File: config.mk
export PLATFORM = sky130hd
export DESIGN_NAME = multicycle_control
export DESIGN_NICKNAME = d
export VERILOG_FILES = /design/src/rtl/multicycle_control.sv
export SDC_FILE = /design/constraint.sdc
export NUM_CORES = 1
export LEC_CHECK = 0
export ABC_CLOCK_PERIOD_IN_PS = 2580
export CAP_MARGIN = 20
export CORE_ASPECT_RATIO = 1.25
export CORE_MARGIN = 5
export CORE_UTILIZATION = 51
export DETAILED_ROUTE_END_ITERATION = 7
export HOLD_SLACK_MARGIN = 0.08
export MAX_ROUTING_LAYER = met4
export PLACE_DENSITY = 0.89
export SETUP_SLACK_MARGIN = 0.1
export SYNTH_ARGS = -nofsm -noshare
export SYNTH_HDL_FRONTEND = slang
export SYNTH_SLANG_ARGS = --single-unit
File: constraint.sdc
create_clock -name clk_i -period 2.58 [get_ports clk_i]
set_input_delay 0.645 -clock clk_i [delete_from_list [all_inputs] [get_ports clk_i]]
set_output_delay 0.645 -clock clk_i [all_outputs]
set_load 0.02 [all_outputs]
File: src/rtl/multicycle_control.sv
// Multi-cycle control sequencer for a MIPS-subset datapath
// (R-type, ori, lw, sw, beq, j). Control outputs decode the current state,
// with IRWrite/PCWrite in FETCH also gated by memory ready.
module multicycle_control #(
    parameter int unsigned CNT_W       = 16,
    parameter int unsigned MEM_TIMEOUT = 255
) (
    input  logic             clk_i,
    input  logic             rst_i,
    input  logic             start_i,
    input  logic [5:0]       Op_i,
    input  logic             mem_ready_i,
    output logic             PCWrite_o,
    output logic             PCWriteCond_o,
    output logic             IorD_o,
    output logic             MemRead_o,
    output logic             MemWrite_o,
    output logic             IRWrite_o,
    output logic             RegDst_o,
    output logic             MemtoReg_o,
    output logic             RegWrite_o,
    output logic             ALUSrcA_o,
    output logic [1:0]       ALUSrcB_o,
    output logic [1:0]       ALUOp_o,
    output logic             ExtOp_o,
    output logic [1:0]       PCSource_o,
    output logic             busy_o,
    output logic [1:0]       fault_o,
    output logic [3:0]       state_o,
    output logic [CNT_W-1:0] instr_cnt_o
);

    localparam int unsigned WAIT_W = (MEM_TIMEOUT > 0) ? $clog2(MEM_TIMEOUT + 1) : 1;

    localparam logic [3:0] S_IDLE      = 4'd0;
    localparam logic [3:0] S_FETCH     = 4'd1;
    localparam logic [3:0] S_DECODE    = 4'd2;
    localparam logic [3:0] S_MEM_ADDR  = 4'd3;
    localparam logic [3:0] S_MEM_READ  = 4'd4;
    localparam logic [3:0] S_MEM_WB    = 4'd5;
    localparam logic [3:0] S_MEM_WRITE = 4'd6;
    localparam logic [3:0] S_R_EXEC    = 4'd7;
    localparam logic [3:0] S_R_WB      = 4'd8;
    localparam logic [3:0] S_BRANCH    = 4'd9;
    localparam logic [3:0] S_JUMP      = 4'd10;
    localparam logic [3:0] S_ORI_EXEC  = 4'd11;
    localparam logic [3:0] S_ORI_WB    = 4'd12;
    localparam logic [3:0] S_HALT      = 4'd13;

    localparam logic [5:0] OP_RTYPE = 6'b000000;
    localparam logic [5:0] OP_ORI   = 6'b001101;
    localparam logic [5:0] OP_LW    = 6'b100011;
    localparam logic [5:0] OP_SW    = 6'b101011;
    localparam logic [5:0] OP_BEQ   = 6'b000100;
    localparam logic [5:0] OP_J     = 6'b000010;

    localparam logic [1:0] F_NONE    = 2'b00;
    localparam logic [1:0] F_ILLEGAL = 2'b01;
    localparam logic [1:0] F_TIMEOUT = 2'b10;

    logic [3:0]        state_q, state_d;
    logic [1:0]        fault_q, fault_d;
    logic [CNT_W-1:0]  cnt_q, cnt_d;
    logic [WAIT_W-1:0] wait_q, wait_d;
    logic              retire;
    logic              timed_out;

    // This cycle would be the MEM_TIMEOUT-th consecutive wait cycle
    assign timed_out = (MEM_TIMEOUT != 0) && (wait_q == WAIT_W'(MEM_TIMEOUT - 1));

    // State, fault, retire counter and wait counter registers
    always_ff @(posedge clk_i or posedge rst_i) begin
        if (rst_i) begin
            state_q <= S_IDLE;
            fault_q <= F_NONE;
            cnt_q   <= '0;
            wait_q  <= '0;
        end else begin
            state_q <= state_d;
            fault_q <= fault_d;
            cnt_q   <= cnt_d;
            wait_q  <= wait_d;
        end
    end

    // Next-state, control decode, wait/timeout and retire logic
    always_comb begin
        state_d       = state_q;
        fault_d       = fault_q;
        wait_d        = '0;
        retire        = 1'b0;
        PCWrite_o     = 1'b0;
        PCWriteCond_o = 1'b0;
        IorD_o        = 1'b0;
        MemRead_o     = 1'b0;
        MemWrite_o    = 1'b0;
        IRWrite_o     = 1'b0;
        RegDst_o      = 1'b0;
        MemtoReg_o    = 1'b0;
        RegWrite_o    = 1'b0;
        ALUSrcA_o     = 1'b0;
        ALUSrcB_o     = 2'b00;
        ALUOp_o       = 2'b00;
        ExtOp_o       = 1'b0;
        PCSource_o    = 2'b00;

        case (state_q)
            S_IDLE: begin
                if (start_i) state_d = S_FETCH;
            end
            S_FETCH: begin
                MemRead_o = 1'b1;
                ALUSrcB_o = 2'b01;
                ALUOp_o   = 2'b01;
                if (mem_ready_i) begin
                    IRWrite_o = 1'b1;
                    PCWrite_o = 1'b1;
                    state_d   = S_DECODE;
                end else if (timed_out) begin
                    state_d = S_HALT;
                    fault_d = F_TIMEOUT;
                end else begin
                    wait_d = WAIT_W'(wait_q + 1'b1);
                end
            end
            S_DECODE: begin
                ALUSrcB_o = 2'b11;
                ALUOp_o   = 2'b01;
                ExtOp_o   = 1'b1;
                case (Op_i)
                    OP_RTYPE:     state_d = S_R_EXEC;
                    OP_ORI:       state_d = S_ORI_EXEC;
                    OP_LW, OP_SW: state_d = S_MEM_ADDR;
                    OP_BEQ:       state_d = S_BRANCH;
                    OP_J:         state_d = S_JUMP;
                    default: begin
                        state_d = S_HALT;
                        fault_d = F_ILLEGAL;
                    end
                endcase
            end
            S_MEM_ADDR: begin
                ALUSrcA_o = 1'b1;
                ALUSrcB_o = 2'b10;
                ALUOp_o   = 2'b01;
                ExtOp_o   = 1'b1;
                state_d   = (Op_i == OP_SW) ? S_MEM_WRITE : S_MEM_READ;
            end
            S_MEM_READ, S_MEM_WRITE: begin
                IorD_o     = 1'b1;
                MemRead_o  = (state_q == S_MEM_READ);
                MemWrite_o = (state_q == S_MEM_WRITE);
                if (mem_ready_i) begin
                    if (state_q == S_MEM_READ) begin
                        state_d = S_MEM_WB;
                    end else begin
                        state_d = S_FETCH;
                        retire  = 1'b1;
                    end
                end else if (timed_out) begin
                    state_d = S_HALT;
                    fault_d = F_TIMEOUT;
                end else begin
                    wait_d = WAIT_W'(wait_q + 1'b1);
                end
            end
            S_MEM_WB: begin
                RegWrite_o = 1'b1;
                MemtoReg_o = 1'b1;
                state_d    = S_FETCH;
                retire     = 1'b1;
            end
            S_R_EXEC: begin
                ALUSrcA_o = 1'b1;
                ALUOp_o   = 2'b11;
                state_d   = S_R_WB;
            end
            S_R_WB: begin
                RegWrite_o = 1'b1;
                RegDst_o   = 1'b1;
                state_d    = S_FETCH;
                retire     = 1'b1;
            end
            S_ORI_EXEC: begin
                ALUSrcA_o = 1'b1;
                ALUSrcB_o = 2'b10;
                state_d   = S_ORI_WB;
            end
            S_ORI_WB: begin
                RegWrite_o = 1'b1;
                state_d    = S_FETCH;
                retire     = 1'b1;
            end
            S_BRANCH: begin
                ALUSrcA_o     = 1'b1;
                ALUOp_o       = 2'b10;
                PCWriteCond_o = 1'b1;
                PCSource_o    = 2'b01;
                state_d       = S_FETCH;
                retire        = 1'b1;
            end
            S_JUMP: begin
                PCWrite_o  = 1'b1;
                PCSource_o = 2'b10;
                state_d    = S_FETCH;
                retire     = 1'b1;
            end
            S_HALT: state_d = S_HALT;
            default: state_d = S_HALT;
        endcase

        cnt_d = retire ? CNT_W'(cnt_q + 1'b1) : cnt_q;
    end

    assign busy_o      = (state_q != S_IDLE) && (state_q != S_HALT);
    assign fault_o     = fault_q;
    assign state_o     = state_q;
    assign instr_cnt_o = cnt_q;

endmodule

# After elaboration in Yosys (flattened, before gate mapping)
# Cells that the tools add are included.
# classes
reduce_logical,16
n_mux,33
n_eq_ne,23
n_addsub,2
# op_table
cell,n
$pmux 4 s8,1
$mux 8,3
$eq 4x4->1 const B,5
$pmux 4 s5,1
$add 16x1->16 const B,1
$eq 4x3->1 const B,4
$mux 4,4
$eq 6x6->1 const B,2
$mux 1,12
$pmux 2 s3,2
$reduce_or 3->1,3
$add 8x1->8 const B,1
$eq 4x2->1 const B,2
$eq 8x8->1 const B,1
$mux 2,4
$pmux 2 s2,2
$reduce_or 2->1,4
$eq 6x2->1 const B,1
$eq 6x3->1 const B,1
$eq 6x4->1 const B,1
$logic_not 6->1,1
$ne 2x2->1 const B,3
$pmux 1 s2,3
$reduce_or 6->1,1
11 further kinds,11
# word_totals
word_cells,78
register_bits,30

# Longest topological paths before layout
# depth
depth_word,4
mapped_depth,7

# Worst setup path after synthesis
# Ideal clock, no wire load.
# synth_timing
path_type,reg2out
start,"reg state_q[0], in the netlist state_o[0]"
end,out PCWrite_o
required_ns,1.935
arrival_time_ns,1.568
setup_slack_ns,0.367
path_stages_with_launch,5
cell_sequence,dfrtp_1 -> buf_6 -> nand2b_1 -> nor3_1 -> or2_2
# synth_via
elab_chain_cells,2
# synth_rtl
item,line,rtl
"start, declared",61,"logic [3:0] state_q, state_d;"
"start signal, assigned",79,state_q <= state_d;
$eq 4x4->1 / $eq 4x1->1 (equally long branches),107,case (state_q)
$pmux 1 s2 (*),107,
"end, declared",13,"output logic PCWrite_o,"
# Every way passes the cells marked *; elsewhere a longest branch is shown, timed or not.

# Worst setup path after layout
# layout_timing
start,in mem_ready_i
end,out PCWrite_o
# layout_via
elab_chain_cells,2
# layout_rtl
item,line,rtl
"start, declared",12,"input logic mem_ready_i,"
$mux 1,115,if (mem_ready_i) begin
$pmux 1 s2,107,
# Every way passes these cells.

==> impl_results.md <==
- Initial DRT Pass Iterations: 4
- WHS Endpoint: instr_cnt_o[15]
- CTS tree: built
- GR Overflow Total: 0
- Crit share post-route: between 90% and 100%
- Drt total wl: about 4.4 mm
- Vias in the first global route: 1738
- Antenna Cells: 0
- Reg clk slew, reported paths: around 60 ps
- Post-DP Area: ~2400 µm²
- Placer Congestion: ~0.94
- WP data arrival: between 1500 and 2000 ps
- Clk root buf: clkbuf_8
- Cts hold-fix bufs: 0
- Final worst slack: around 170 ps
- Rows: 25
- Setup crit start kind: primary input
- FMAX: 414.6 MHz
- Hold WC Path Type: flip-flop to flip-flop
- Share of post-route cells with drive strength above 1: between 10% and 20%
- Initial antenna violation count: 0
- Crit path time final: between 2000 and 2500 ps
- Max transition margin: ~66%
- Hold path cells: 1
- Async S/R FF share, synth: 100.0%
- Final non-filler cell area: 2519 µm²
- Slowest-stage cell, CP: clkdlybuf4s50_1
- Syn_area_per_cell: 9.175 µm²
- EDFF count, synth: 0
- Clock skew: 3.044 ps
- Finish-stage setup viols: 0
- Worst VDD drop: approximately 0.61 mV
- Final hold vios: 0
- Final std cells w/o fill: between 300 and 400
- Post-synth top flop: dfrtp_1
- Endpoint class of the critical path: primary output
- I/O Pins: 50
- Kind of critical path: primary input to primary output
- Worst r2r src: state_o[0]
- First-pass GRT wire length: approximately 8 mm
- RSZ-0062 raised after global routing: no
- Post-synthesis sequential area ratio: roughly two fifths
- Post-Syn Area: 1927 µm²
- Nets: between 200 and 300
- P_leak: between 1 and 1.5 nW
- Largest net degree at the start of global routing: 31
- Vias per inst: approximately 5.7
- Min-delay src: instr_cnt_o[15]
- Die ar.: slightly above 5000 µm²
- Reg2Reg Capture Point: instr_cnt_o[1]
- Crit path max fanout: 2
- Detail Placement HPWL: between 3 and 4 mm
- Die width: 64.98 µm
- Synthesized Nets: 223
- Worst Path Required: roughly 1900 ps
- Cell taking the most area after synthesis: dfrtp_1
- Clk_lat worst skew: 270 ps
- Sink Count: 30
- Register bit total from synthesis: 30
- Gate Count Post-Synth: 210
- Worst-Margin Slew: 508.3 ps
- Vias: around 1700
- Reg2Reg Setup Slack: approximately 750 ps
- Antenna viol nets, final: 0
- Buffers on Ports: between 40 and 50
- Outcome: finished clean
- Vert. Die Dim: a little under 80 µm
- Ys Warns: 0
- Total track usage: ~19%
- Area of the core: approximately 3700 µm²
- Placed cell count: slightly below 300
- Count of different cell masters after synthesis: 49
- Pre-CTS setup slack: -82.46 ps
- CTS H-tree lvls: 2
- R2R depth: 5
- Top post-synthesis cells by area: dfrtp_1, xnor2_1, xor2_1
- Tot Pwr: approximately 2.4 mW
- Worst-path cell chain: clkdlybuf4s50_1, and3_1, or2_2, clkdlybuf4s15_1
- Synth-to-layout area growth: 30.71%
- Num CTS Buffers: 5
- Max-cap check violation count: 0
- Starting Density: 51.76%
- Max Slew Vio Count: 0
- PwrDens: between 900 and 1000 nW/µm²
- Initial DRC count: around 110
- CP peak stage delay: 420 ps
- Top cell type's share of synthesized area: around two fifths
- Clk buf depth: 2
- Drt drc: 0
- WL per Instance: 14.67 µm
[Yosys cell counts, types with 4 or more instances]
| cell | n |
|---|---|
| a21oi_1 | 10 |
| and2_1 | 4 |
| and3_1 | 9 |
| buf_6 | 5 |
| clkbuf_1 | 5 |
| dfrtp_1 | 30 |
| inv_1 | 6 |
| nand2_1 | 19 |
| nand3_1 | 10 |
| nor2_1 | 22 |
| nor3_1 | 7 |
| o21ai_0 | 9 |
| xnor2_1 | 13 |
| xor2_1 | 11 |
[final cells by class]
| type | count | area [µm²] |
|---|---|---|
| inverters | 6 | 22.52 |
| repair buffers | 59 | 559.3 |
| clock buffers | 7 | 76.32 |
| flip-flops and latches | 30 | 752.0 |
| fillers | 307 | 1204 |
| multi-input cells | 160 | 1059 |
| well taps | 40 | 50.05 |
[report_power, final]
part	total, mW	internal (mW)	switching [mW]
registers	0.701	0.555	0.146
logic	1.31	0.580	0.732
clock network	0.338	0.185	0.153
total	2.35	1.32	1.03
[flip-flops by register name (all words and copies together), names as in the netlist]
name and flops:
fault_o 2, wait_q 8, state_o 4, instr_cnt_o 16
[how the worst max path moves through the flow]
stage                 from   endpoint  slack (ps)  cells after the start
6_report       mem_ready_i  PCWrite_o         170                      4
5_1_grt        mem_ready_i  PCWrite_o         130                      4
4_1_cts         state_o[3]  ALUSrcA_o         100                      4
3_5_place_dp   mem_ready_i  PCWrite_o         -80                      4
3_3_place_gp   mem_ready_i  PCWrite_o         -70                      4
2_1_floorplan   state_o[0]  PCWrite_o         370                      4
[logic make-up after synthesis]
kind of cell    Yosys count  share of synthesized area (%)
simple gates             97                          27.86
compound gates           35                          13.38
flops                    30                          38.96
xor+xnor                 24                          10.91
buf+inv                  20                          6.363
fa+ha+maj                 3                          1.948
mux                       1                         0.5844
[critical path, delay by kind of cell]
family                 cells  cell delay, ps
buffers and inverters      2             710
and+or+nand+nor            2             410
[stage by stage]
| step | hold slack, ps | util [%] | setup TNS (ps) |
|---|---|---|---|
| floorplan | 489.3 | - | 0 |
| global placement | 477.2 | 65.61 | -74.48 |
| detailed placement | 468.8 | 65.61 | -82.46 |
| CTS | 476.3 | 67.36 | 0 |
| global route | 490.0 | 67.66 | 0 |
| finish | 472.3 | 67.66 | 0 |
[routing by layer]
metal	routed length [µm]	up-vias	GRT usage (%)
met5	0	-	-
met4	40	0	5.708
met3	191	7	2.970
met2	2342	50	34.70
met1	1856	826	22.19
li1	-	832	-
[cell usage in the layout, fill, tap and decap left out, types with 2 or more instances in the layout]
cell type	count
and3_1	9
nand2b_1	3
o21ai_0	9
nor2b_1	2
nand2_1	19
inv_1	6
ha_1	3
clkdlybuf4s50_1	31
clkbuf_8	5
and2_1	4
a211o_1	2
dfrtp_1	29
a21oi_1	10
dlygate4sd2_1	13
nor3_1	7
nor3_2	2
xnor2_1	13
dlymetal6s2s_1	4
and4_1	3
clkbuf_1	2
nor2_1	21
nand4_2	3
nand3_2	2
nand3_1	10
xor2_1	11
nand4_1	2
buf_4	10
[what timing repair did]
| item | CTS | global route |
|---|---|---|
| endpoints found under the setup margin | 15 | 5 |
| buffers inserted | 0 | 0 |
| gates resized for setup | 17 | 5 |
Note: power is estimated with default switching activity, not from simulation.
